`src/rtl/ili934x_fill_sequencer.sv`:
```
`default_nettype none
// ============================================================================
// Module      : ili934x_fill_sequencer
// Description : Host-side scheduler for the ILI934x 8080 driver. Kicks panel
//               init after reset, then turns rectangle-fill requests into a
//               window set, a stream start, a raster-order pixel stream
//               (solid or checker) and a drain wait.
// Revision    : 1.0 - initial release
// ============================================================================
module ili934x_fill_sequencer #(
    parameter int X_RES            = 240,
    parameter int Y_RES            = 320,
    parameter int AUTO_INIT        = 1,
    parameter int INIT_TIMEOUT_CYC = 50_000_000,
    parameter int CELL_LOG2        = 3
) (
    input  logic        clk,
    input  logic        rst,
    input  logic        req_valid,
    output logic        req_ready,
    input  logic [15:0] req_x0,
    input  logic [15:0] req_y0,
    input  logic [15:0] req_x1,
    input  logic [15:0] req_y1,
    input  logic        req_mode,
    input  logic [15:0] req_color0,
    input  logic [15:0] req_color1,
    output logic        panel_ready,
    output logic        done_stb,
    output logic        err_stb,
    output logic        drv_init_start,
    input  logic        drv_init_done,
    output logic        drv_win_set_stb,
    output logic [15:0] drv_win_x0,
    output logic [15:0] drv_win_y0,
    output logic [15:0] drv_win_x1,
    output logic [15:0] drv_win_y1,
    output logic        drv_stream_start,
    output logic [15:0] drv_pix_data,
    output logic        drv_pix_valid,
    input  logic        drv_pix_ready,
    input  logic        drv_busy
);

    localparam logic [2:0] S_INIT_KICK = 3'd0;
    localparam logic [2:0] S_WAIT_INIT = 3'd1;
    localparam logic [2:0] S_READY     = 3'd2;
    localparam logic [2:0] S_WIN       = 3'd3;
    localparam logic [2:0] S_START     = 3'd4;
    localparam logic [2:0] S_STREAM    = 3'd5;
    localparam logic [2:0] S_DRAIN     = 3'd6;

    localparam logic [15:0] c_X_RES     = 16'(X_RES);
    localparam logic [15:0] c_Y_RES     = 16'(Y_RES);
    localparam logic        c_TO_EN     = (INIT_TIMEOUT_CYC != 0);
    localparam logic [31:0] c_TO_LAST   = (INIT_TIMEOUT_CYC == 0) ? 32'd0 : 32'(INIT_TIMEOUT_CYC - 1);
    // Busy from the driver lags the last pixel by this many cycles
    localparam logic [1:0]  c_DRAIN_IGN = 2'd2;

    // State and counters
    logic [2:0]  r_state, w_state_nxt;
    logic [31:0] r_to_cnt, w_to_cnt_nxt;
    logic [1:0]  r_drain_cnt, w_drain_cnt_nxt;
    logic [15:0] r_x, w_x_nxt;
    logic [15:0] r_y, w_y_nxt;

    // Latched request
    logic [15:0] r_win_x0, r_win_y0, r_win_x1, r_win_y1;
    logic        r_mode;
    logic [15:0] r_color0, r_color1;
    logic        w_latch;

    // Registered outputs and their next values
    logic        r_req_ready,    w_req_ready_nxt;
    logic        r_panel_ready,  w_panel_ready_nxt;
    logic        r_done_stb,     w_done_nxt;
    logic        r_err_stb,      w_err_nxt;
    logic        r_init_start,   w_init_start_nxt;
    logic        r_win_set_stb,  w_win_set_nxt;
    logic        r_stream_start, w_stream_start_nxt;
    logic [15:0] r_pix_data,     w_pix_data_nxt;
    logic        r_pix_valid,    w_pix_valid_nxt;

    logic        w_accept;
    logic        w_req_ok;
    logic        w_xfer;
    logic        w_row_end;
    logic        w_last;
    logic [15:0] w_x_adv;
    logic [15:0] w_y_adv;

    // Colour of pixel (x, y): checker cells are taken relative to the rectangle origin
    function automatic logic [15:0] f_pixel(
        input logic [15:0] x,
        input logic [15:0] y,
        input logic [15:0] x0,
        input logic [15:0] y0,
        input logic        mode,
        input logic [15:0] c0,
        input logic [15:0] c1
    );
        logic [15:0] dx;
        logic [15:0] dy;
        dx = x - x0;
        dy = y - y0;
        if (mode && (dx[CELL_LOG2] ^ dy[CELL_LOG2]))
            return c1;
        return c0;
    endfunction

    assign w_accept  = (r_state == S_READY) && r_req_ready && req_valid;
    assign w_req_ok  = (req_x1 >= req_x0) && (req_y1 >= req_y0) &&
                       (req_x1 < c_X_RES) && (req_y1 < c_Y_RES);
    assign w_xfer    = r_pix_valid && drv_pix_ready;
    assign w_row_end = (r_x == r_win_x1);
    assign w_last    = w_row_end && (r_y == r_win_y1);
    assign w_x_adv   = w_row_end ? r_win_x0 : (r_x + 16'd1);
    assign w_y_adv   = w_row_end ? (r_y + 16'd1) : r_y;

    // Next-state and next-output decode; outputs are the registered image of these
    always_comb begin
        w_state_nxt        = r_state;
        w_req_ready_nxt    = 1'b0;
        w_panel_ready_nxt  = r_panel_ready;
        w_done_nxt         = 1'b0;
        w_err_nxt          = 1'b0;
        w_init_start_nxt   = 1'b0;
        w_win_set_nxt      = 1'b0;
        w_stream_start_nxt = 1'b0;
        w_pix_valid_nxt    = 1'b0;
        w_pix_data_nxt     = r_pix_data;
        w_to_cnt_nxt       = 32'd0;
        w_drain_cnt_nxt    = 2'd0;
        w_x_nxt            = r_x;
        w_y_nxt            = r_y;
        w_latch            = 1'b0;

        case (r_state)
            S_INIT_KICK: begin
                w_panel_ready_nxt = 1'b0;
                // With manual init the request only triggers init; it stays pending
                if ((AUTO_INIT != 0) || req_valid) begin
                    w_init_start_nxt = 1'b1;
                    w_state_nxt      = S_WAIT_INIT;
                end
            end
            S_WAIT_INIT: begin
                w_panel_ready_nxt = 1'b0;
                if (drv_init_done) begin
                    w_panel_ready_nxt = 1'b1;
                    w_req_ready_nxt   = 1'b1;
                    w_state_nxt       = S_READY;
                end else if (c_TO_EN && (r_to_cnt == c_TO_LAST)) begin
                    w_err_nxt   = 1'b1;
                    w_state_nxt = S_INIT_KICK;
                end else begin
                    w_to_cnt_nxt = r_to_cnt + 32'd1;
                end
            end
            S_READY: begin
                w_req_ready_nxt = 1'b1;
                if (w_accept) begin
                    if (w_req_ok) begin
                        w_latch         = 1'b1;
                        w_req_ready_nxt = 1'b0;
                        w_win_set_nxt   = 1'b1;
                        w_state_nxt     = S_WIN;
                    end else begin
                        w_err_nxt = 1'b1;
                    end
                end
            end
            S_WIN: begin
                w_stream_start_nxt = 1'b1;
                w_x_nxt            = r_win_x0;
                w_y_nxt            = r_win_y0;
                w_state_nxt        = S_START;
            end
            S_START: begin
                w_pix_valid_nxt = 1'b1;
                w_pix_data_nxt  = f_pixel(r_x, r_y, r_win_x0, r_win_y0, r_mode, r_color0, r_color1);
                w_state_nxt     = S_STREAM;
            end
            S_STREAM: begin
                w_pix_valid_nxt = 1'b1;
                if (w_xfer) begin
                    if (w_last) begin
                        w_pix_valid_nxt = 1'b0;
                        w_state_nxt     = S_DRAIN;
                    end else begin
                        w_x_nxt        = w_x_adv;
                        w_y_nxt        = w_y_adv;
                        w_pix_data_nxt = f_pixel(w_x_adv, w_y_adv, r_win_x0, r_win_y0,
                                                 r_mode, r_color0, r_color1);
                    end
                end
            end
            S_DRAIN: begin
                if (r_drain_cnt != c_DRAIN_IGN) begin
                    w_drain_cnt_nxt = r_drain_cnt + 2'd1;
                end else if (!drv_busy) begin
                    w_done_nxt      = 1'b1;
                    w_req_ready_nxt = 1'b1;
                    w_state_nxt     = S_READY;
                end else begin
                    w_drain_cnt_nxt = r_drain_cnt;
                end
            end
            default: begin
                w_state_nxt = S_INIT_KICK;
            end
        endcase
    end

    // State, counters and registered outputs
    always_ff @(posedge clk) begin
        if (rst) begin
            r_state        <= S_INIT_KICK;
            r_to_cnt       <= 32'd0;
            r_drain_cnt    <= 2'd0;
            r_x            <= 16'd0;
            r_y            <= 16'd0;
            r_req_ready    <= 1'b0;
            r_panel_ready  <= 1'b0;
            r_done_stb     <= 1'b0;
            r_err_stb      <= 1'b0;
            r_init_start   <= 1'b0;
            r_win_set_stb  <= 1'b0;
            r_stream_start <= 1'b0;
            r_pix_data     <= 16'd0;
            r_pix_valid    <= 1'b0;
        end else begin
            r_state        <= w_state_nxt;
            r_to_cnt       <= w_to_cnt_nxt;
            r_drain_cnt    <= w_drain_cnt_nxt;
            r_x            <= w_x_nxt;
            r_y            <= w_y_nxt;
            r_req_ready    <= w_req_ready_nxt;
            r_panel_ready  <= w_panel_ready_nxt;
            r_done_stb     <= w_done_nxt;
            r_err_stb      <= w_err_nxt;
            r_init_start   <= w_init_start_nxt;
            r_win_set_stb  <= w_win_set_nxt;
            r_stream_start <= w_stream_start_nxt;
            r_pix_data     <= w_pix_data_nxt;
            r_pix_valid    <= w_pix_valid_nxt;
        end
    end

    // Request latch; window outputs stay put until the next accepted fill
    always_ff @(posedge clk) begin
        if (rst) begin
            r_win_x0 <= 16'd0;
            r_win_y0 <= 16'd0;
            r_win_x1 <= 16'd0;
            r_win_y1 <= 16'd0;
            r_mode   <= 1'b0;
            r_color0 <= 16'd0;
            r_color1 <= 16'd0;
        end else if (w_latch) begin
            r_win_x0 <= req_x0;
            r_win_y0 <= req_y0;
            r_win_x1 <= req_x1;
            r_win_y1 <= req_y1;
            r_mode   <= req_mode;
            r_color0 <= req_color0;
            r_color1 <= req_color1;
        end
    end

    assign req_ready        = r_req_ready;
    assign panel_ready      = r_panel_ready;
    assign done_stb         = r_done_stb;
    assign err_stb          = r_err_stb;
    assign drv_init_start   = r_init_start;
    assign drv_win_set_stb  = r_win_set_stb;
    assign drv_win_x0       = r_win_x0;
    assign drv_win_y0       = r_win_y0;
    assign drv_win_x1       = r_win_x1;
    assign drv_win_y1       = r_win_y1;
    assign drv_stream_start = r_stream_start;
    assign drv_pix_data     = r_pix_data;
    assign drv_pix_valid    = r_pix_valid;

endmodule
`default_nettype wire

```
`config.mk`:
```
export PLATFORM = sky130hd
export DESIGN_NAME = ili934x_fill_sequencer
export DESIGN_NICKNAME = d
export VERILOG_FILES = /design/src/rtl/ili934x_fill_sequencer.sv
export SDC_FILE = /design/constraint.sdc
export NUM_CORES = 1
export LEC_CHECK = 0
export CAP_MARGIN = 15
export CORE_MARGIN = 2
export CORE_UTILIZATION = 56
export DETAILED_ROUTE_END_ITERATION = 8
export PLACE_DENSITY = 0.84
export SLEW_MARGIN = 40
export SYNTH_ARGS = -nofsm -noshare
export SYNTH_HDL_FRONTEND = slang
export SYNTH_SLANG_ARGS = --single-unit
```
`constraint.sdc`:
```
create_clock -name clk -period 4.91 [get_ports clk]
set_input_delay 0.7365 -clock clk [delete_from_list [all_inputs] [get_ports clk]]
set_output_delay 0.7365 -clock clk [all_outputs]
set_load 0.05 [all_outputs]
```
# Word-level counts from Yosys, hierarchy flattened

Cells that the tools add are included.

Register bits after elaboration: 190
Output and inout port bits: 88
Logic and storage cells: 125

Add/sub/neg operators: 8
$lt $le $gt $ge: 4
Equality and inequality tests: 19
Muxes and demuxes: 51
Bitwise gates (word level): 4
Reduce and logical (&&, ||, !) cells: 18

Operators by type and width:

| operator                                             | count |
|---|---|
| 2-to-1 mux 16 bit                                    | 12 |
| case mux 16 bit (2 select lines)                     | 3 |
| adder 16 x 1 -> 16 bit (second input constant)       | 2 |
| adder 32 x 1 -> 32 bit (second input constant)       | 1 |
| == test 16 bit                                       | 2 |
| == test 32 x 26 -> 1 bit (second input constant)     | 1 |
| greater-or-equal comparator 16 bit                   | 2 |
| 2-to-1 mux 3 bit                                     | 8 |
| 2-to-1 mux 1 bit                                     | 21 |
| case mux 3 bit (7 select lines)                      | 1 |
| < comparator 16 x 8 -> 1 bit (second input constant) | 1 |
| < comparator 16 x 9 -> 1 bit (second input constant) | 1 |
| inequality test 2 bit (second input constant)        | 8 |
| subtractor 4 bit                                     | 4 |
| == test 3 bit (second input constant)                | 3 |
| logical AND 1 bit                                    | 9 |
| AND reduction 7 bit                                  | 1 |
| == test 3 x 2 -> 1 bit (second input constant)       | 2 |
| case mux 1 bit (2 select lines)                      | 3 |
| AND reduction 3 bit                                  | 2 |
| nonzero test 2 bit                                   | 3 |
| 2-to-1 mux 2 bit                                     | 2 |
| OR reduction 4 bit                                   | 1 |
| == test 3 x 1 -> 1 bit (second input constant)       | 1 |
| other kinds (8)                                      | 10 |

# Logic depth before layout (Yosys ltp)

Depth in word-level cells: 13
Depth in mapped cells: 16
Depth with buffers taken out: 12

# Least setup slack after synthesis

OpenSTA, ideal clock, no wires.

Path type: reg-to-reg
From: reg r_win_x1[5], in the netlist drv_win_x1[5]
To: reg r_pix_data[10], in the netlist drv_pix_data[10]
Arrival: 3349 ps
Required time: 4788 ps
Path slack: 1439 ps
Stages on the path, launching flop included: 15
Buffers on the path: 2
Clock period less this slack: 3471 ps
Cells stage by stage: dfxtp_1 > xor2_1 > nor4_1 > and4_1 > buf_4 > nand2_1 > xnor2_1 > ha_1 > a21oi_1 > o31ai_1 > or2_0 > mux2i_2 > clkbuf_1 > nor3_1 > a311o_1

Cells in the longest elaborated chain, start to end: 13

Ends and longest elaborated chain:

| item                                        | line     | text |
|---|---|---|
| start, declared                             | 68       | `logic [15:0] r_win_x0, r_win_y0, r_win_x1, r_win_y1;` |
| start signal, assigned                      | 263      | `r_win_x1 <= req_x1;` |
| == test 16 bit *                            | 115      | `assign w_row_end = (r_x == r_win_x1);` |
| 2-to-1 mux 16 bit, on equally long branches | 117, 118 |  |
| subtractor 4 bit, on equally long branches  | 104, 105 |  |
| bitwise XOR 1 bit                           | 106      | `if (mode && (dx[CELL_LOG2] ^ dy[CELL_LOG2]))` |
| logical AND 1 bit                           | 106      |  |
| 2-to-1 mux 1 bit                            | 106      |  |
| 2-to-1 mux 1 bit                            | 187      | `if (w_last) begin` |
| 2-to-1 mux 1 bit                            | 186      | `if (w_xfer) begin` |
| 2-to-1 mux 1 bit                            | 138      | `case (r_state)` |
| 2-to-1 mux 16 bit                           | 108      | `return c0;` |
| 2-to-1 mux 16 bit                           | 187      |  |
| 2-to-1 mux 16 bit                           | 186      |  |
| case mux 16 bit (2 select lines)            | 138      |  |
| end signal, assigned                        | 245      | `r_pix_data <= w_pix_data_nxt;` |
| end, declared                               | 81       | `logic [15:0] r_pix_data, w_pix_data_nxt;` |

Every way passes the cells marked *; elsewhere a longest branch is shown, timed or not. The select of a mux whose other input is x is not followed.
A chain may end at the register's enable or synchronous reset.

# Final worst setup path

From: reg r_x[0]
To: reg r_pix_data[10], in the netlist drv_pix_data[10]

Cells in the longest elaborated chain, start to end: 13

Ends and longest elaborated chain:

| item                                                     | line     | text |
|---|---|---|
| start, declared                                          | 64       | `logic [15:0] r_x, w_x_nxt;` |
| start signal, assigned                                   | 236      | `r_x <= w_x_nxt;` |
| adder 16 x 1 -> 16 bit or == test 16 bit (tied branches) | 117, 115 |  |
| 2-to-1 mux 16 bit, on equally long branches              | 117, 118 |  |
| subtractor 4 bit, on equally long branches               | 104, 105 |  |
| bitwise XOR 1 bit                                        | 106      |  |
| logical AND 1 bit                                        | 106      |  |
| 2-to-1 mux 1 bit                                         | 106      |  |
| 2-to-1 mux 1 bit                                         | 187      |  |
| 2-to-1 mux 1 bit                                         | 186      |  |
| 2-to-1 mux 1 bit                                         | 138      |  |
| 2-to-1 mux 16 bit                                        | 108      |  |
| 2-to-1 mux 16 bit                                        | 187      |  |
| 2-to-1 mux 16 bit                                        | 186      |  |
| case mux 16 bit (2 select lines)                         | 138      |  |

Several ways; a longest one is shown, not always the timed one. The select of a mux whose other input is x is not followed.

==> results by group <==
Global routing
  – Global-route wire length before repair: 43.50 mm
  – Initial antenna violation count: 5
  – Largest net degree at the start of global routing: 84
  – Gr ovfl total: 0
  – Vias in the first global route: 8745
  – GRT Util Overall: 0.2958

Timing
  – Clock Skews: 0.01174 ns
  – FMAX: 261.9 MHz
  – Hold Slack: 0.4647 ns
  – Endpoints failing hold: 0
  – Max_slew headroom: 0.4946
  – Final Cycle Share: 0.7776
  – Minimum clock period after layout: 3.818 ns
  – Worst Tran Pin Value: 0.7581 ns
  – Unrepaired setup endpoints after global routing: false
  – TNS Setup: 0 ns
  – Final Max Tran Viols: 0
  – Final setup viols: 0

Finish
  – Fill count: 1394
  – Area grow syn2layout: 26.89%
  – Nets: 1500
  – Share of cells above drive strength 1: 0.04755
  – Finished Layout Cells: 1595

Clock network
  – Clock root buffer: clkbuf_16
  – Clock Latency Late Sink: 0.43 ns
  – CTS Buf Count: 17
  – # resized after CTS: 0
  – CTS Buffer Depth: 2
  – CTS hold repair buffers: 0
  – CTS clock-pin slew for the worst setup and hold paths: 0.07 ns
  – # H-tree levels: 4
  – CTS tree: done
  – Post-CTS Setup Bufs: 0
  – Clock Sinks: 190

Synthesis
  – Syn Area/Cell: 7.931 um2
  – Post-synthesis sequential area ratio: 0.3937
  – Prevailing post-synth register cell: dfxtp_1
  – Post-Syn Nets: 1364
  – EDFF count, synth: 0
  – Commonest cells post-synth: 190 x dfxtp_1, 137 x a21oi_1, 119 x o21ai_0
  – Synth cell types: 58
  – Synth area leader: dfxtp_1
  – Mapped Cells: 1218
  – Synth async-reset ratio: 0
  – Most frequent cell after synthesis: dfxtp_1
  – Yosys top cell area share: 0.3937
  – Yosys warning total: 0
  – Synth top area cells: dfxtp_1 39%, a21oi_1 7.1%, o21ai_0 6.2%
  – Synthesized area: 9661 um2
  – Flop and latch count out of synthesis: 190

Floorplanning
  – IO Pins: 191
  – Initial core utilization: 0.5664
  – Chip width: 135.3 um
  – Die footprint: 18320 um2
  – Core area: 17060 um2
  – Row count: 48
  – Die H: 135.3 um

Pwr
  – Tot Pwr: 3.307 mW
  – Pwr/cell area: 269.8 nW/um2
  – Leakage power: 4.464 nW
  – Peak VDD IR: 0.0002852 V

Drt
  – Via density per instance: 6.006
  – First-pass DRT Iterations: 6
  – Final WL: 27.67 mm
  – DRC: 0
  – Antenna Nets Post-Route: 0
  – Avg WL per Cell: 17.35 um
  – DR vias: 9579
  – DR iter-0 viols: 977

Worst setup path
  – End of the critical path: drv_pix_data[10]
  – R2r setup slk: 1.09 ns
  – CP max-delay cell: dfxtp_1
  – Max incr delay on CP: 0.51 ns
  – Critical Path Sink Type: flop
  – Critical path type: reg -> reg
  – Critical-path cell list: xor2_1 > nor4_1 > and4_1 > buf_4 > nand2_1 > xnor2_1 > ha_1 > nand2_1 > o31ai_1 > or2_0 > mux2i_2 > buf_4 > or2_1 > a311o_1
  – Req. time, crit path: 5.23 ns
  – Reg2Reg Depth: 14
  – Critical Path Start Type: flop
  – R2R Path End: drv_pix_data[10]
  – Reg2reg start: r_x[0]
  – Crit path arrival time: 4.14 ns
  – Start point of the critical path: r_x[0]
  – Max FO, Critical Path: 17

Place
  – Post-DP HPWL: 19.34 mm
  – GPL Wtd Cong: 0.9502
  – IO Port Bufs: 190
  – Placed instance count: 1560

Status
  – Status: complete, no violations

Job
  – Max cap viols: 0

Hold path
  – Hold crit path type: reg -> reg
-- critical path, delay by kind of cell, from the launching register on --
family          cells  cell delay [ns]
xor+xnor            2             0.27
buf+inv             2             0.40
flops               1             0.51
simple gates        6             1.44
mux                 1             0.08
fa+ha+maj           1             0.30
compound gates      2             0.70
-- cell usage in the layout, fill, tap and decap left out, drive strengths merged, types with 3 or more instances in the layout --
master           n
o22ai            8
nand2b          12
xor2            50
nor3b            5
nor4            18
o21a             3
clkinv           3
and2            39
diode            3
a311o           16
a21oi          137
o31ai            4
nand3          108
nand2           95
xnor2           17
or2              3
clkdlybuf4s50  189
or3              4
inv             53
and3            18
clkbuf          17
a211oi          16
nor2b            7
buf             17
o21ai          126
nand4           15
dfxtp          190
nor3            30
a31oi            8
ha              43
nor2            69
a21o            12
a22oi            5
-- cell type report --
type	instances	area, um2	share of cell area
Antenna cell	3	7.507	0.0006124
Clock buffer	17	425.4	0.03470
Clock inverter	15	170.2	0.01388
Inverter	44	165.2	0.01347
Multi-Input combinational cell	895	5369	0.4380
Sequential cell	190	3804	0.3103
Tap cell	225	281.5	0.02297
Timing Repair Buffer	206	2036	0.1661
-- per-stage QoR --
step	cell area (um2)	setup WS [ns]	util
finish	12260	1.092	0.7187
global route	12260	0.8311	0.7185
CTS	12240	1.121	0.7179
floorplan	9661	1.439	-
global placement	11640	0.9134	0.6823
detailed placement	11650	1.054	0.6830
-- state kept, by name (all words and copies together), names as in the netlist --
register / count
drv_init_start: 1
r_color0: 16
drv_win_set_stb: 1
drv_win_y0: 16
drv_stream_start: 1
drv_pix_data: 16
r_to_cnt: 32
drv_pix_valid: 1
r_color1: 16
drv_win_y1: 16
err_stb: 1
r_x: 16
req_ready: 1
done_stb: 1
drv_win_x0: 16
r_y: 16
r_drain_cnt: 2
panel_ready: 1
r_state: 3
drv_win_x1: 16
r_mode: 1
-- power breakdown --
group / leakage, nW / internal [mW] / switching (mW)
clock: 0.294 / 0.768 / 0.635
sequential: 1.53 / 1.55 / 0.0142
combinational: 2.64 / 0.147 / 0.194
total: 4.46 / 2.46 / 0.843
-- cells by family after synthesis --
kind of cell,synth area share
adders and majority gates,0.05569
xor gates and xnor gates,0.06152
and+or+nand+nor,0.2220
DFF,0.3937
AOI/OAI and AO/OA,0.2075
buffers and inverters,0.05478
muxes,0.004792
-- per-layer routing --
metal | global-route usage | wire [um]
met4 | 0.1377 | 1055
met1 | 0.3859 | 11410
met2 | 0.4718 | 12930
met5 | 0 | 27
met3 | 0.06098 | 2247
-- how the worst min path moves through the flow --
| stage | start | to | slack [ns] | cells after the start |
|---|---|---|---|---|
| 6_report | r_to_cnt[0] | r_to_cnt[0] | 0.46 | 1 |
| 5_1_grt | r_to_cnt[0] | r_to_cnt[0] | 0.48 | 1 |
| 4_1_cts | r_to_cnt[0] | r_to_cnt[0] | 0.47 | 1 |
| 3_5_place_dp | r_to_cnt[0] | r_to_cnt[0] | 0.45 | 1 |
| 3_3_place_gp | r_drain_cnt[1] | r_drain_cnt[0] | 0.44 | 1 |
| 2_1_floorplan | r_to_cnt[0] | r_to_cnt[0] | 0.43 | 1 |
Power figures use the tool's default switching activity.
